### config.mk
export PLATFORM = sky130hd
export DESIGN_NAME = debug_led_pattern_gen
export DESIGN_NICKNAME = d
export VERILOG_FILES = /design/src/rtl/debug_led_pattern_gen.sv
export SDC_FILE = /design/constraint.sdc
export NUM_CORES = 1
export LEC_CHECK = 0
export ABC_CLOCK_PERIOD_IN_PS = 1970
export CAP_MARGIN = 30
export CELL_PAD_IN_SITES_DETAIL_PLACEMENT = 1
export CELL_PAD_IN_SITES_GLOBAL_PLACEMENT = 1
export CORE_UTILIZATION = 25
export CTS_BUF_LIST = sky130_fd_sc_hd__clkbuf_4 sky130_fd_sc_hd__clkbuf_8
export CTS_CLUSTER_DIAMETER = 150
export DETAILED_ROUTE_END_ITERATION = 16
export PLACE_DENSITY_LB_ADDON = 0.1
export RECOVER_POWER = 100
export SYNTH_ARGS = -nofsm -noshare
export SYNTH_HDL_FRONTEND = slang
export SYNTH_SLANG_ARGS = --single-unit
### constraint.sdc
create_clock -name clk -period 1.97 [get_ports clk]
set_clock_uncertainty 0.1 [all_clocks]
set_input_delay 0.394 -clock clk [delete_from_list [all_inputs] [get_ports clk]]
set_output_delay 0.394 -clock clk [all_outputs]
set_load 0.02 [all_outputs]
### src/rtl/debug_led_pattern_gen.sv
`default_nettype none
// ============================================================================
// Module   : debug_led_pattern_gen
// Brief    : Multi-channel debug LED driver: off / on / blink / blink-code
//            per channel, driven from a divided-down base tick.
// Revision : 1.0 - initial release
// ============================================================================
module debug_led_pattern_gen #(
    parameter int CLK_HZ    = 1_000_000,
    parameter int TICK_HZ   = 8,
    parameter int N_LEDS    = 4,
    parameter int GAP_TICKS = 8
) (
    input  logic                  clk,
    input  logic                  reset_n,
    input  logic [2*N_LEDS-1:0]   mode,
    input  logic [4*N_LEDS-1:0]   code,
    output logic [N_LEDS-1:0]     led,
    output logic                  tick
);

    localparam int c_DIV = CLK_HZ / TICK_HZ;
    localparam int c_PW  = (c_DIV > 1) ? $clog2(c_DIV) : 1;
    localparam int c_GW  = (GAP_TICKS > 1) ? $clog2(GAP_TICKS) : 1;
    localparam logic [c_PW-1:0] c_PRE_LAST = c_PW'(c_DIV - 1);
    localparam logic [c_GW-1:0] c_GAP_LAST = c_GW'(GAP_TICKS - 1);

    typedef enum logic [1:0] {
        ST_START = 2'd0,
        ST_ON    = 2'd1,
        ST_OFF   = 2'd2,
        ST_GAP   = 2'd3
    } state_t;

    logic [c_PW-1:0]     r_prescaler;
    logic                r_tick;
    logic [2:0]          r_phase;
    logic [2*N_LEDS-1:0] r_mode;

    // Mode is staged once so every channel sees a clean registered copy;
    // a mode change therefore reaches the LED on the second edge.
    always_ff @(posedge clk) begin
        if (!reset_n) begin
            r_prescaler <= '0;
            r_tick      <= 1'b0;
            r_phase     <= '0;
            r_mode      <= '0;
        end else begin
            r_prescaler <= (r_prescaler == c_PRE_LAST) ? '0 : r_prescaler + c_PW'(1);
            r_tick      <= (r_prescaler == c_PRE_LAST);
            if (r_tick) begin
                r_phase <= r_phase + 3'd1;
            end
            r_mode      <= mode;
        end
    end

    assign tick = r_tick;

    genvar gi;
    generate
        for (gi = 0; gi < N_LEDS; gi++) begin : g_chan
            state_t          r_state;
            state_t          w_state_nx;
            logic [3:0]      r_pulse_cnt;
            logic [3:0]      w_pulse_cnt_nx;
            logic [3:0]      r_code_lat;
            logic [3:0]      w_code_lat_nx;
            logic [c_GW-1:0] r_gap_cnt;
            logic [c_GW-1:0] w_gap_cnt_nx;
            logic            w_restart;
            logic            w_led_nx;
            logic            r_led;
            logic [1:0]      w_mode;
            logic [3:0]      w_code;

            assign w_mode = r_mode[2*gi +: 2];
            assign w_code = code[4*gi +: 4];

            always_comb begin
                w_state_nx     = r_state;
                w_pulse_cnt_nx = r_pulse_cnt;
                w_code_lat_nx  = r_code_lat;
                w_gap_cnt_nx   = r_gap_cnt;
                w_restart      = 1'b0;

                if (w_mode != 2'b11) begin
                    w_state_nx = ST_START;
                end else if (r_tick) begin
                    case (r_state)
                        ST_START: w_restart = 1'b1;
                        ST_ON:    w_state_nx = ST_OFF;
                        ST_OFF: begin
                            if (r_pulse_cnt == r_code_lat) begin
                                w_state_nx   = ST_GAP;
                                w_gap_cnt_nx = '0;
                            end else begin
                                w_state_nx     = ST_ON;
                                w_pulse_cnt_nx = r_pulse_cnt + 4'd1;
                            end
                        end
                        ST_GAP: begin
                            if (r_gap_cnt == c_GAP_LAST) begin
                                w_restart = 1'b1;
                            end else begin
                                w_gap_cnt_nx = r_gap_cnt + c_GW'(1);
                            end
                        end
                        default:  w_state_nx = ST_START;
                    endcase

                    // Sequence (re)start: the only point where code is sampled.
                    if (w_restart) begin
                        w_code_lat_nx = w_code;
                        if (w_code == 4'd0) begin
                            w_state_nx   = ST_GAP;
                            w_gap_cnt_nx = '0;
                        end else begin
                            w_state_nx     = ST_ON;
                            w_pulse_cnt_nx = 4'd1;
                        end
                    end
                end
            end

            always_comb begin
                w_led_nx = 1'b0;
                case (w_mode)
                    2'b00:   w_led_nx = 1'b0;
                    2'b01:   w_led_nx = 1'b1;
                    2'b10:   w_led_nx = ~r_phase[2];
                    default: w_led_nx = (r_state == ST_ON);
                endcase
            end

            always_ff @(posedge clk) begin
                if (!reset_n) begin
                    r_state     <= ST_START;
                    r_pulse_cnt <= '0;
                    r_code_lat  <= '0;
                    r_gap_cnt   <= '0;
                    r_led       <= 1'b0;
                end else begin
                    r_state     <= w_state_nx;
                    r_pulse_cnt <= w_pulse_cnt_nx;
                    r_code_lat  <= w_code_lat_nx;
                    r_gap_cnt   <= w_gap_cnt_nx;
                    r_led       <= w_led_nx;
                end
            end

            assign led[gi] = r_led;
        end
    endgenerate

endmodule
`default_nettype wire

# Yosys cells after proc, flatten, opt, wreduce, memory -nomap -nowiden
# Cells that the tools add are included.
[word_totals]
reg_bits = 85
inputBits = 26
word_cells = 178
[classes]
n_addsub = 10
n_eq_ne = 33
n_mux = 72
n_bitwise = 6
reduce_logical = 33
[ops]
columns = ["op", "count"]
rows = [
  ["$mux W4", 16],
  ["$mux W3", 16],
  ["$eq A2 B2 Y1 const B", 12],
  ["$mux W2", 12],
  ["$pmux W3 S2", 4],
  ["$add A17 B1 Y17 const B", 1],
  ["$eq A17 B17 Y1 const B", 1],
  ["$add A4 B1 Y4 const B", 4],
  ["$eq A2 B1 Y1 const B", 8],
  ["$eq A4 B4 Y1", 4],
  ["$logic_not A2 Y1", 8],
  ["$logic_not A4 Y1", 4],
  ["$pmux W2 S2", 4],
  ["$reduce_and A2 Y1", 8],
  ["$add A3 B1 Y3 const B", 5],
  ["$eq A3 B3 Y1 const B", 4],
  ["$mux W1", 12],
  ["$pmux W1 S3", 4],
  ["$reduce_and A3 Y1", 4],
  ["$reduce_bool A3 Y1", 4],
  ["$reduce_or A2 Y1", 5],
  ["$ne A2 B2 Y1 const B", 4],
  ["$pmux W1 S2", 4],
  ["$not A1 Y1", 6],
]

# Depth between registers and ports, before layout
# Gate-level depths: netlist of the first run.
[depth]
depth_word = 7
mapped_depth = 6
mapped_depth_nobuf = 6

# Least setup slack after synthesis of the first run
# OpenSTA, ideal clock, no wires.
[synth_timing]
kind = "register to register"
from = "register g_chan[2].r_state[0]"
to = "register g_chan[2].r_pulse_cnt[3]"
setup_ps = 123
t_arrival_ps = 1587
slack_ps = 160
path_stages_with_launch = 6
path_buffers = 0
period_less_slack_ps = 1810
cell_sequence = "dfxtp_1 inv_1 ha_1 o41ai_2 nor2_1 mux2_1"
[synth_between]
elab_chain_cells = 5
word_cells_on_any_way = 9
classes_between = "2 x eq/ne; 6 x mux; 1 x reduce/logical"
[synth_rtl]
columns = ["element", "line", "source"]
rows = [
  ["start: declaration", "63", "state_t r_state;"],
  ["start signal: assignment", "144", "r_state <= w_state_nx;"],
  ["$eq A2 B2 Y1 or $logic_not A2 Y1 (tied branches)", "90", "case (r_state)"],
  ["$pmux W1 S2", "90", ""],
  ["$mux W1", "89", "end else if (r_tick) begin"],
  ["$mux W1", "87", "if (w_mode != 2'b11) begin"],
  ["$mux W4 *", "113", "if (w_restart) begin"],
  ["end signal: assignment", "145", "r_pulse_cnt <= w_pulse_cnt_nx;"],
  ["end: declaration", "65", "logic [3:0] r_pulse_cnt;"],
]
# Every way passes the cells marked *; elsewhere a longest branch is shown, timed or not. The select of a mux whose other input is x is not followed.
# A chain may end at the register's enable or synchronous reset.

# Worst setup path after layout of the first run
[layout_timing]
from = "input code[8]"
to = "register g_chan[2].r_state[1]"
[layout_between]
elab_chain_cells = 3
[layout_rtl]
columns = ["element", "line", "source"]
rows = [
  ["start: declaration", "17", "input logic [4*N_LEDS-1:0] code,"],
  ["$logic_not A4 Y1", "115", "if (w_code == 4'd0) begin"],
  ["$mux W2", "115", ""],
  ["$mux W2", "113", ""],
]
# No other way between the ends.

==> results of run 1 <==
-- metal layers --
| metal | vias up | GRT usage | part of all wire |
|---|---|---|---|
| li1 | 1928 | - | - |
| met1 | 1789 | 0.168 | 0.48 |
| met2 | 36 | 0.218 | 0.47 |
| met3 | 10 | 0.0336 | 0.032 |
| met4 | 0 | 0.0519 | 0.017 |
| met5 | - | 0 | 0 |
-- power by group --
group | switching, mW | total, mW | internal (mW)
Combinational | 0.0903 | 0.197 | 0.107
Sequential | 0.0179 | 1.76 | 1.74
Clock | 0.635 | 1.22 | 0.584
Total | 0.743 | 3.17 | 2.43
-- Yosys cell counts (2+ instances only) --
cell      count  area share
o31ai_1       5      0.0084
buf_4         4      0.0067
inv_1        23       0.019
clkbuf_1      5      0.0042
o211ai_1      3      0.0050
a221oi_1      3      0.0059
mux2i_1      20       0.045
xnor2_1      15       0.029
o41ai_1       2      0.0039
or3_1         7      0.0098
or4_1         4      0.0067
and3_1        8       0.011
dfxtp_1      85        0.38
ha_1         26       0.072
and4_1        5      0.0098
a31oi_1       7      0.0098
xor2_1       19       0.037
nor3_1       11       0.012
a21o_1        3      0.0050
clkbuf_8      3      0.0092
nor3_2        4      0.0089
nor2b_1       3      0.0042
nor3b_1       2      0.0033
a21oi_1      22       0.025
mux2_2        4       0.010
nor4_1        7      0.0098
a31o_1        3      0.0059
a211oi_1      7       0.012
o21ai_0      15       0.017
nand4_1      10       0.014
or3b_1        2      0.0039
o41a_1        4       0.010
a311oi_1      2      0.0039
nand3_1      16       0.018
o41ai_2       4       0.014
and2_1        8       0.011
nor2_1       59       0.049
a21boi_0      3      0.0050
nand2_1      26       0.022
-- layout by cell type, fill, tap and decap left out, drive strengths merged, types with 9 or more instances in the layout --
cell type and count:
dfxtp 85, nor2 59, buf 34, clkbuf 29, nand2 26, ha 26
clkdlybuf4s50 24, inv 23, a21oi 22, mux2i 20, xor2 19, nand3 16
o21ai 16, xnor2 15, nor3 15, nand4 10, nor4 9
-- cells by family after synthesis --
| family | Yosys count | synth area share |
|---|---|---|
| AO/OA/AOI/OAI | 102 | 0.173 |
| AND/OR/NAND/NOR | 178 | 0.208 |
| flip-flops | 85 | 0.379 |
| multiplexers | 25 | 0.0571 |
| adder cells (fa/ha/maj) | 26 | 0.0725 |
| buffers and inverters | 38 | 0.0438 |
| XOR/XNOR | 34 | 0.0664 |
-- cell type report --
cell class	count	area, µm²	share of cell area
clock buffers	15	181	0.0329
multi-input cells	365	2620	0.476
well taps	225	282	0.0510
inverters	24	90.1	0.0163
repair buffers	78	632	0.115
clock inverters	1	5.00	0.000907
flip-flops and latches	85	1700	0.309
-- state kept, by name (all words and copies together), names as in the netlist --
| name | count |
|---|---|
| r_phase | 3 |
| tick | 1 |
| g_chan.r_gap_cnt | 12 |
| g_chan.r_pulse_cnt | 16 |
| g_chan.r_code_lat | 16 |
| g_chan.r_state | 8 |
| r_prescaler | 17 |
| r_mode | 8 |
| g_chan.r_led | 4 |
-- timing repair --
action                     4_1_cts  5_1_grt
resized for setup                1       10
setup endpoints to repair        1       34
pin swaps                        0        2
-- path summary, 6_finish.rpt --
| path | end | slack, ns | cells past startpoint |
|---|---|---|---|
| worst max register to register | g_chan[1].r_pulse_cnt[3] | 0.10 | 6 |
| worst min-delay path | r_prescaler[0] | 0.36 | 1 |
| worst max-delay path | g_chan[2].r_state[1] | 0.02 | 4 |
| worst min register to register | r_prescaler[0] | 0.36 | 1 |
-- critical path, delay by kind of cell --
kind / cells / cell delay [ns]
simple gates: 1 / 0.61
compound gates: 1 / 0.26
mux: 1 / 0.31
buf+inv: 1 / 0.57
==> flow_metrics.py, run 1 <==
metrics = {
    "synth": {
        "netlist_area_mm2": 0.00449,
        "synth.distinct_cells": 68,
        "syn_inst": 488,
        "synth_enable_flop_cells": 0,
        "yosysWarnings": 0,
        "syn-num-nets": 540,
        "synth_seq_cells": 85,
        "syn_area_per_cell_um2": 9.20,
        "seq_area_frac_synth": 0.379,
        "synth_flop_cell": "dfxtp_1",
        "async_reset_ff_frac": 0,
    },
    "min_path": {
        "hold_start": "r_prescaler[0]",
        "hold_class": "register to register",
    },
    "sta": {
        "tightest_slew_ns": 0.503,
        "fin_hold_ws_ns": 0.362,
        "rsz0062_at_grt": "false",
        "clock.fmax_mhz": 512,
        "setup_viol": 0,
        "setup_slack_ns": 0.0156,
        "finalHoldViolCount": 0,
        "slew-limit-headroom": 0.661,
        "period_share": 0.992,
        "tns_ns": 0,
        "drv_slew": 0,
        "finalWorstPathRequiredPeriod_ns": 1.95,
    },
    "global_routing": {
        "gr-usage-all-layers": 0.134,
        "grt_first_pass_wirelength_um": 19200,
        "overflow": 0,
        "antenna_found_initial": 0,
        "grt_pass1_vias": 3952,
        "grt_max_degree": 28,
    },
    "cts": {
        "clock-sinks": 85,
        "cts_buffers": 9,
        "htree_levels": 3,
        "post_cts_buffers": 0,
        "root_buffer": "clkbuf_8",
        "clock_latency_ns": 0.38,
        "cts_max_path_buffers": 2,
        "cts_tree": "built",
        "path_clk_slew_ns": 0.08,
        "ctsHoldBuffers": 0,
    },
    "worst_setup_path": {
        "crit_path_start": "code[8]",
        "end_kind": "register",
        "crit_slowest_cell": "or4_1",
        "path_class": "primary input to register",
        "cp.required_ns": 2.16,
        "critPathLaunchType": "primary input",
        "reg2reg_from": "g_chan[1].r_state[0]",
        "cp.arrival_ns": 2.15,
        "slowest_delay_ns": 0.61,
        "worst-path-max-fanout": 3,
        "cp_cell_sequence": "dlygate4sd3_1, or4_1, mux2_2, a221oi_2",
    },
    "pwr": {
        "power_mw": 3.17,
        "p_leak_nw": 2.06,
        "vdd_drop_max_mv": 0.296,
        "power.density_mw_per_mm2": 575,
    },
    "floorplanning": {
        "die-width_um": 136,
        "ios": 31,
        "start_util": 0.258,
        "rows": 48,
        "dieArea_mm2": 0.0185,
        "core-area_mm2": 0.0174,
        "die_y_um": 136,
    },
    "drt": {
        "postRouteAntennaNets": 0,
        "routed_via_density": 4.75,
        "first_pass_iters": 4,
        "drtIter0Drc": 159,
        "wl_um": 11200,
        "vias": 3763,
        "route.detailed.drc": 0,
        "wl_per_cell_um": 14.1,
    },
    "placed_design": {
        "gp_congestion": 0.767,
        "placed_cell_area_mm2": 0.00534,
        "dpl.cell_count": 777,
        "dpl_worst_slack_ns": -0.258,
        "portBuffers": 30,
        "dp_hpwl_um": 8610,
    },
    "cells_and_area": {
        "insertedDiodeCount": 0,
        "final_cell_area_mm2": 0.00552,
        "post-route-util": 0.317,
        "syn_to_final_growth_pct": 22.9,
        "drive_above_1_share": 0.141,
        "fin_nets": 615,
        "fill_cells": 2073,
        "finalNonFillerCells": 793,
    },
    "flow_run": {
        "drv_cap": 0,
    },
    "run_status": {
        "status": "finished, final reports clean",
    },
}
Power figures use the tool's default switching activity.
==> run 2, diff against run 1 <==
--- a/config.mk
+++ b/config.mk
@@ -15,6 +15,7 @@
 export DETAILED_ROUTE_END_ITERATION = 16
 export PLACE_DENSITY_LB_ADDON = 0.1
 export RECOVER_POWER = 100
+export SLEW_MARGIN = 5
 export SYNTH_ARGS = -nofsm -noshare
 export SYNTH_HDL_FRONTEND = slang
 export SYNTH_SLANG_ARGS = --single-unit
==> results of run 2 <==
Same layout as run 1: the final DEF is identical, and so are final timing and power.
==> run 3, diff against run 2 <==
--- a/config.mk
+++ b/config.mk
@@ -5,13 +5,11 @@
 export SDC_FILE = /design/constraint.sdc
 export NUM_CORES = 1
 export LEC_CHECK = 0
-export ABC_CLOCK_PERIOD_IN_PS = 1970
 export CAP_MARGIN = 30
 export CELL_PAD_IN_SITES_DETAIL_PLACEMENT = 1
 export CELL_PAD_IN_SITES_GLOBAL_PLACEMENT = 1
 export CORE_UTILIZATION = 25
 export CTS_BUF_LIST = sky130_fd_sc_hd__clkbuf_4 sky130_fd_sc_hd__clkbuf_8
-export CTS_CLUSTER_DIAMETER = 150
 export DETAILED_ROUTE_END_ITERATION = 16
 export PLACE_DENSITY_LB_ADDON = 0.1
 export RECOVER_POWER = 100
==> results of run 3 <==
Same layout as run 1: the final DEF is identical, and so are final timing and power.
